--- config.mk ---
export PLATFORM = sky130hd
export DESIGN_NAME = fsb_trace_replay_engine
export DESIGN_NICKNAME = d
export VERILOG_FILES = /design/src/rtl/fsb_trace_replay_engine.sv
export SDC_FILE = /design/constraint.sdc
export NUM_CORES = 1
export LEC_CHECK = 0
export CAP_MARGIN = 20
export CORE_ASPECT_RATIO = 0.7
export CORE_MARGIN = 1.5
export CORE_UTILIZATION = 35
export DETAILED_ROUTE_END_ITERATION = 16
export PLACE_DENSITY = 0.81
export SYNTH_ARGS = -nofsm -noshare
export SYNTH_HDL_FRONTEND = slang
export SYNTH_SLANG_ARGS = --single-unit
export TNS_END_PERCENT = 50
--- constraint.sdc ---
create_clock -name clk_i -period 4.95 [get_ports clk_i]
set_input_delay 0.7425 -clock clk_i [delete_from_list [all_inputs] [get_ports clk_i]]
set_output_delay 0.7425 -clock clk_i [all_outputs]
set_load 0.01 [all_outputs]
--- src/rtl/fsb_trace_replay_engine.sv ---
// Trace player: steps through {opcode, payload} words from an external ROM and
// replays send/receive/wait transactions, flagging completion and any mismatch.
module fsb_trace_replay_engine #(
    parameter int ring_width_p     = 80,
    parameter int rom_addr_width_p = 20,
    parameter int counter_width_p  = 16
) (
    input  logic                        clk_i,
    input  logic                        reset_n_i,
    input  logic                        en_i,
    input  logic                        v_i,
    input  logic [ring_width_p-1:0]     data_i,
    output logic                        ready_and_o,
    output logic                        v_o,
    output logic [ring_width_p-1:0]     data_o,
    input  logic                        yumi_i,
    output logic [rom_addr_width_p-1:0] rom_addr_o,
    input  logic [ring_width_p+3:0]     rom_data_i,
    output logic                        done_o,
    output logic                        error_o
);

    localparam logic [3:0] OP_WAIT     = 4'd0;
    localparam logic [3:0] OP_SEND     = 4'd1;
    localparam logic [3:0] OP_RECV     = 4'd2;
    localparam logic [3:0] OP_DONE     = 4'd3;
    localparam logic [3:0] OP_FINISH   = 4'd4;
    localparam logic [3:0] OP_CNT_WAIT = 4'd5;
    localparam logic [3:0] OP_CNT_LOAD = 4'd6;

    logic [rom_addr_width_p-1:0] addr_r, addr_n;
    logic [counter_width_p-1:0]  cnt_r, cnt_n;
    logic                        done_r, done_n;
    logic                        error_r, error_n;

    logic [3:0]                  op;
    logic [ring_width_p-1:0]     payload;
    logic                        active;
    logic [rom_addr_width_p-1:0] addr_inc;

    assign op       = rom_data_i[ring_width_p+3:ring_width_p];
    assign payload  = rom_data_i[ring_width_p-1:0];
    assign active   = en_i & ~done_r;
    assign addr_inc = addr_r + rom_addr_width_p'(1);

    // Handshake outputs are gated by reset so they read 0 while reset is held,
    // even though the ROM word at address 0 is already visible.
    assign v_o         = reset_n_i & active & (op == OP_SEND);
    assign ready_and_o = reset_n_i & active & (op == OP_RECV);
    assign data_o      = payload;
    assign rom_addr_o  = addr_r;
    assign done_o      = done_r;
    assign error_o     = error_r;

    always_comb begin
        addr_n  = addr_r;
        cnt_n   = cnt_r;
        done_n  = done_r;
        error_n = error_r;
        if (active) begin
            case (op)
                OP_WAIT: addr_n = addr_inc;
                OP_SEND: begin
                    if (yumi_i) addr_n = addr_inc;
                end
                OP_RECV: begin
                    if (v_i) begin
                        if (data_i != payload) error_n = 1'b1;
                        addr_n = addr_inc;
                    end
                end
                OP_DONE, OP_FINISH: done_n = 1'b1;
                OP_CNT_WAIT: begin
                    if (cnt_r == '0) addr_n = addr_inc;
                    else             cnt_n  = cnt_r - counter_width_p'(1);
                end
                OP_CNT_LOAD: begin
                    cnt_n  = payload[counter_width_p-1:0];
                    addr_n = addr_inc;
                end
                // Illegal opcodes flag an error but still move on so the trace cannot hang.
                default: begin
                    error_n = 1'b1;
                    addr_n  = addr_inc;
                end
            endcase
        end
    end

    always_ff @(posedge clk_i or negedge reset_n_i) begin
        if (!reset_n_i) begin
            addr_r  <= '0;
            cnt_r   <= '0;
            done_r  <= 1'b0;
            error_r <= 1'b0;
        end else begin
            addr_r  <= addr_n;
            cnt_r   <= cnt_n;
            done_r  <= done_n;
            error_r <= error_n;
        end
    end

endmodule

==> impl_metrics.env <==
export IMPL_tritoncts="built"
export IMPL_firstDrtPassIters=4
export IMPL_cell_chain_of_the_critical_path="clkdlybuf4s50_1 > or4b_2 > nor2_1 > clkdlybuf4s50_1"
export IMPL_min_delay_path_depth=1
export IMPL_timing_critical_path_slowest_stage_cell="sky130_fd_sc_hd__or4b_2"
export IMPL_drive_above_1_share=0.0595
export IMPL_start_util=0.365
export IMPL_tightest_slew_ns=0.869
export IMPL_totalNegativeSetupSlack_ns=0
export IMPL_yosys_cell_types_count=59
export IMPL_yosys_cell_count_top_type="sky130_fd_sc_hd__buf_4"
export IMPL_routability_driven_placement_congestion_ratio=0.827
export IMPL_synth_avg_cell_area_sq_um=8.86
export IMPL_globalRoute_totalOverflow=0
export IMPL_cp_common_cell="sky130_fd_sc_hd__clkdlybuf4s50_1"
export IMPL_cpLargestDelayFamily="buffers and inverters"
export IMPL_finClkSkew_ns=0.00609
export IMPL_die_height_um=90.4
export IMPL_dpl_instance_area_sq_um=6080
export IMPL_postCtsSetupBuffers=0
export IMPL_hold_path_origin="rom_addr_o[19]"
export IMPL_crit_arrival_ns=2.71
export IMPL_startpoint_of_the_lowest_slack_register_to_register_path="cnt_r[8]"
export IMPL_wire_per_inst_um=18.1
export IMPL_vias_cell=5.21
export IMPL_worst_slew_margin_rel=0.415
export IMPL_cp_num_buf_inv=2
export IMPL_grt_max_degree=39
export IMPL_worstRegToRegCells=5
export IMPL_worst_endpoint_required_ns=4.21
export IMPL_critical_path_endpoint_type="primary output"
export IMPL_finalCriticalPeriod_ns=3.45
export IMPL_setup_viol=0
export IMPL_synth_fp_nets=603
export IMPL_fmax_ghz=0.290
export IMPL_cts_num_sinks=38
export IMPL_dieArea_sq_um=11600
export IMPL_dieWidth_um=128
export IMPL_run_status="completed"
export IMPL_final_min_period_over_clock_period=0.698
export IMPL_antenna_cells=0
export IMPL_startpoint_type="input pin"
export IMPL_iteration_0_drc_count_of_the_detailed_router=233
export IMPL_cts_max_path_buffers=2
export IMPL_ys_warnings_count=0
export IMPL_maxCapViolations=0
export IMPL_detailed_route_wl_mm=13.6
export IMPL_hold_violations=0
export IMPL_synth_cells_most_frequent="sky130_fd_sc_hd__buf_4 (80), sky130_fd_sc_hd__xor2_1 (73), sky130_fd_sc_hd__dfrtp_1 (38), sky130_fd_sc_hd__xnor2_1 (26), sky130_fd_sc_hd__nand2_1 (20)"
export IMPL_final_max_slew_viol_count=0
export IMPL_track_usage=0.229
export IMPL_pwr_density_cell_nw_per_um2=232
export IMPL_cts_buffers_inserted=5
export IMPL_yosys_register_bits=38
export IMPL_ys_seq_area_frac=0.249
export IMPL_dominantRegCellSynth="sky130_fd_sc_hd__dfrtp_1"
export IMPL_ir_drop_mv=0.147
export IMPL_post_cts_resize_count=0
export IMPL_synth_cells=431
export IMPL_worst_path_max_fanout=8
export IMPL_netlist_area_leader_share=0.249
export IMPL_drt_drc_violations_left=0
export IMPL_final_net_count=793
export IMPL_io_pins=273
export IMPL_syn_to_final_growth_pct=64.5
export IMPL_antenna_found_initial=0
export IMPL_unrepaired_setup_endpoints_after_global_routing="false"
export IMPL_hold_class="reg -> reg"
export IMPL_fillCellCount=867
export IMPL_synth_cell_area_sq_um=3820
export IMPL_ctsRootBufferMaster="sky130_fd_sc_hd__clkbuf_16"
export IMPL_finish_instance_area_sq_um=6280
export IMPL_placeableCoreArea_sq_um=10500
export IMPL_vias=3928
export IMPL_timing_worst_setup_path_type="in -> out"
export IMPL_leakage_nw=2.34
export IMPL_ant_nets=0
export IMPL_clk_insertion_delay_late_ns=0.28
export IMPL_grt_first_pass_wirelength_mm=20.7
export IMPL_grt_pass1_vias=3992
export IMPL_postCtsHoldBufs=0
export IMPL_htreeDepth=2
export IMPL_synth_enable_flop_cells=0
export IMPL_rows=31
export IMPL_async_reset_ff_frac=1.00
export IMPL_port_buffers=272
export IMPL_hold_path_endpoint="rom_addr_o[19]"
export IMPL_yosys_top_cell_by_area="sky130_fd_sc_hd__dfrtp_1"
export IMPL_place_detailed_hpwl_mm=11.4
export IMPL_r2r_slack_ns=2.10
export IMPL_critical_path_reg2reg_endpoint="cnt_r[1]"
export IMPL_clk_transition_reported_paths_ns=0.06
export IMPL_leading_cell_types_by_total_area_after_synthesis="sky130_fd_sc_hd__dfrtp_1 (25%), sky130_fd_sc_hd__xor2_1 (17%), sky130_fd_sc_hd__buf_4 (16%)"
export IMPL_slowest_delay_ns=0.75
-- through the flow --
stage	worst slack, ns	total power [mW]	instances	hold slack, ns	util
after CTS	1.49	1.46	754	0.472	0.600
final	1.50	1.46	754	0.471	0.600
after detailed placement	1.51	1.03	746	0.464	0.581
after floorplan	2.39	0.715	431	0.447	-
after global placement	1.50	1.01	746	0.458	0.581
after global routing	1.38	1.54	754	0.500	0.600
-- power by group --
part | internal [mW] | total [mW] | switching, mW
Combinational | 0.343 | 0.591 | 0.248
Sequential | 0.370 | 0.439 | 0.0691
Clock | 0.303 | 0.430 | 0.127
Total | 1.02 | 1.46 | 0.444
-- worst max path at each step --
stage / start / endpoint / slack, ns / cells after the start
2_1_floorplan: rom_data_i[80] / rom_addr_o[11] / 2.39 / 5
3_3_place_gp: rom_data_i[83] / ready_and_o / 1.50 / 4
3_5_place_dp: rom_data_i[83] / ready_and_o / 1.51 / 4
4_1_cts: rom_data_i[83] / ready_and_o / 1.49 / 4
5_1_grt: rom_data_i[80] / ready_and_o / 1.38 / 4
6_report: rom_data_i[83] / ready_and_o / 1.50 / 4
-- per-layer routing --
layer	GRT usage	vias up	share of wire
li1	-	1858	-
met1	0.264	1842	0.38
met2	0.439	217	0.53
met3	0.0444	11	0.081
met4	0.0421	0	0.0091
met5	0	-	0
-- placed cells by master, fill, tap and decap left out, types with 3 or more instances in the layout --
| cell | n |
|---|---|
| sky130_fd_sc_hd__a21oi_1 | 15 |
| sky130_fd_sc_hd__a22o_1 | 3 |
| sky130_fd_sc_hd__a2bb2oi_1 | 7 |
| sky130_fd_sc_hd__and3_1 | 3 |
| sky130_fd_sc_hd__buf_4 | 6 |
| sky130_fd_sc_hd__clkbuf_16 | 5 |
| sky130_fd_sc_hd__clkdlybuf4s50_1 | 271 |
| sky130_fd_sc_hd__dfrtp_1 | 38 |
| sky130_fd_sc_hd__ha_1 | 3 |
| sky130_fd_sc_hd__inv_1 | 4 |
| sky130_fd_sc_hd__nand2_1 | 20 |
| sky130_fd_sc_hd__nand2b_1 | 5 |
| sky130_fd_sc_hd__nand3_1 | 6 |
| sky130_fd_sc_hd__nand4_1 | 16 |
| sky130_fd_sc_hd__nor2_1 | 10 |
| sky130_fd_sc_hd__nor3_1 | 11 |
| sky130_fd_sc_hd__nor3_2 | 6 |
| sky130_fd_sc_hd__nor4_1 | 18 |
| sky130_fd_sc_hd__nor4_2 | 4 |
| sky130_fd_sc_hd__o2111ai_1 | 4 |
| sky130_fd_sc_hd__o21ai_0 | 7 |
| sky130_fd_sc_hd__o22ai_1 | 6 |
| sky130_fd_sc_hd__o41ai_1 | 3 |
| sky130_fd_sc_hd__or3_1 | 4 |
| sky130_fd_sc_hd__or4_1 | 3 |
| sky130_fd_sc_hd__xnor2_1 | 26 |
| sky130_fd_sc_hd__xor2_1 | 73 |
-- cell type report --
cell class | count | area, sq um | area share
sequential | 38 | 951 | 0.151
clock inverter | 2 | 60.1 | 0.00956
multi-input combinational | 294 | 2190 | 0.349
clock buffer | 6 | 139 | 0.0221
inverter | 4 | 15.0 | 0.00239
tap | 132 | 165 | 0.0263
timing repair buffer | 278 | 2760 | 0.440
-- worst register-to-register path, delay by kind of cell (launching register included) --
family	cells	cell delay [ns]
simple gates	2	1.26
mux	1	0.38
flops	1	0.40
compound gates	2	0.71
-- logic make-up (layout without fill, tap and decap cells) --
group	count (synthesis)	in the layout	share of synthesized area
AOI/OAI and AO/OA	66	66	0.125
xor gates and xnor gates	99	99	0.227
adders and majority gates	3	3	0.00983
buffers and inverters	99	290	0.179
DFF	38	38	0.249
muxes	2	2	0.00590
and+or+nand+nor	124	124	0.204
-- registers in the layout, summed over array words and instances (netlist names) --
register / flops
rom_addr_o: 20
done_o: 1
cnt_r: 16
error_o: 1
(Power assumes the default switching activity.)
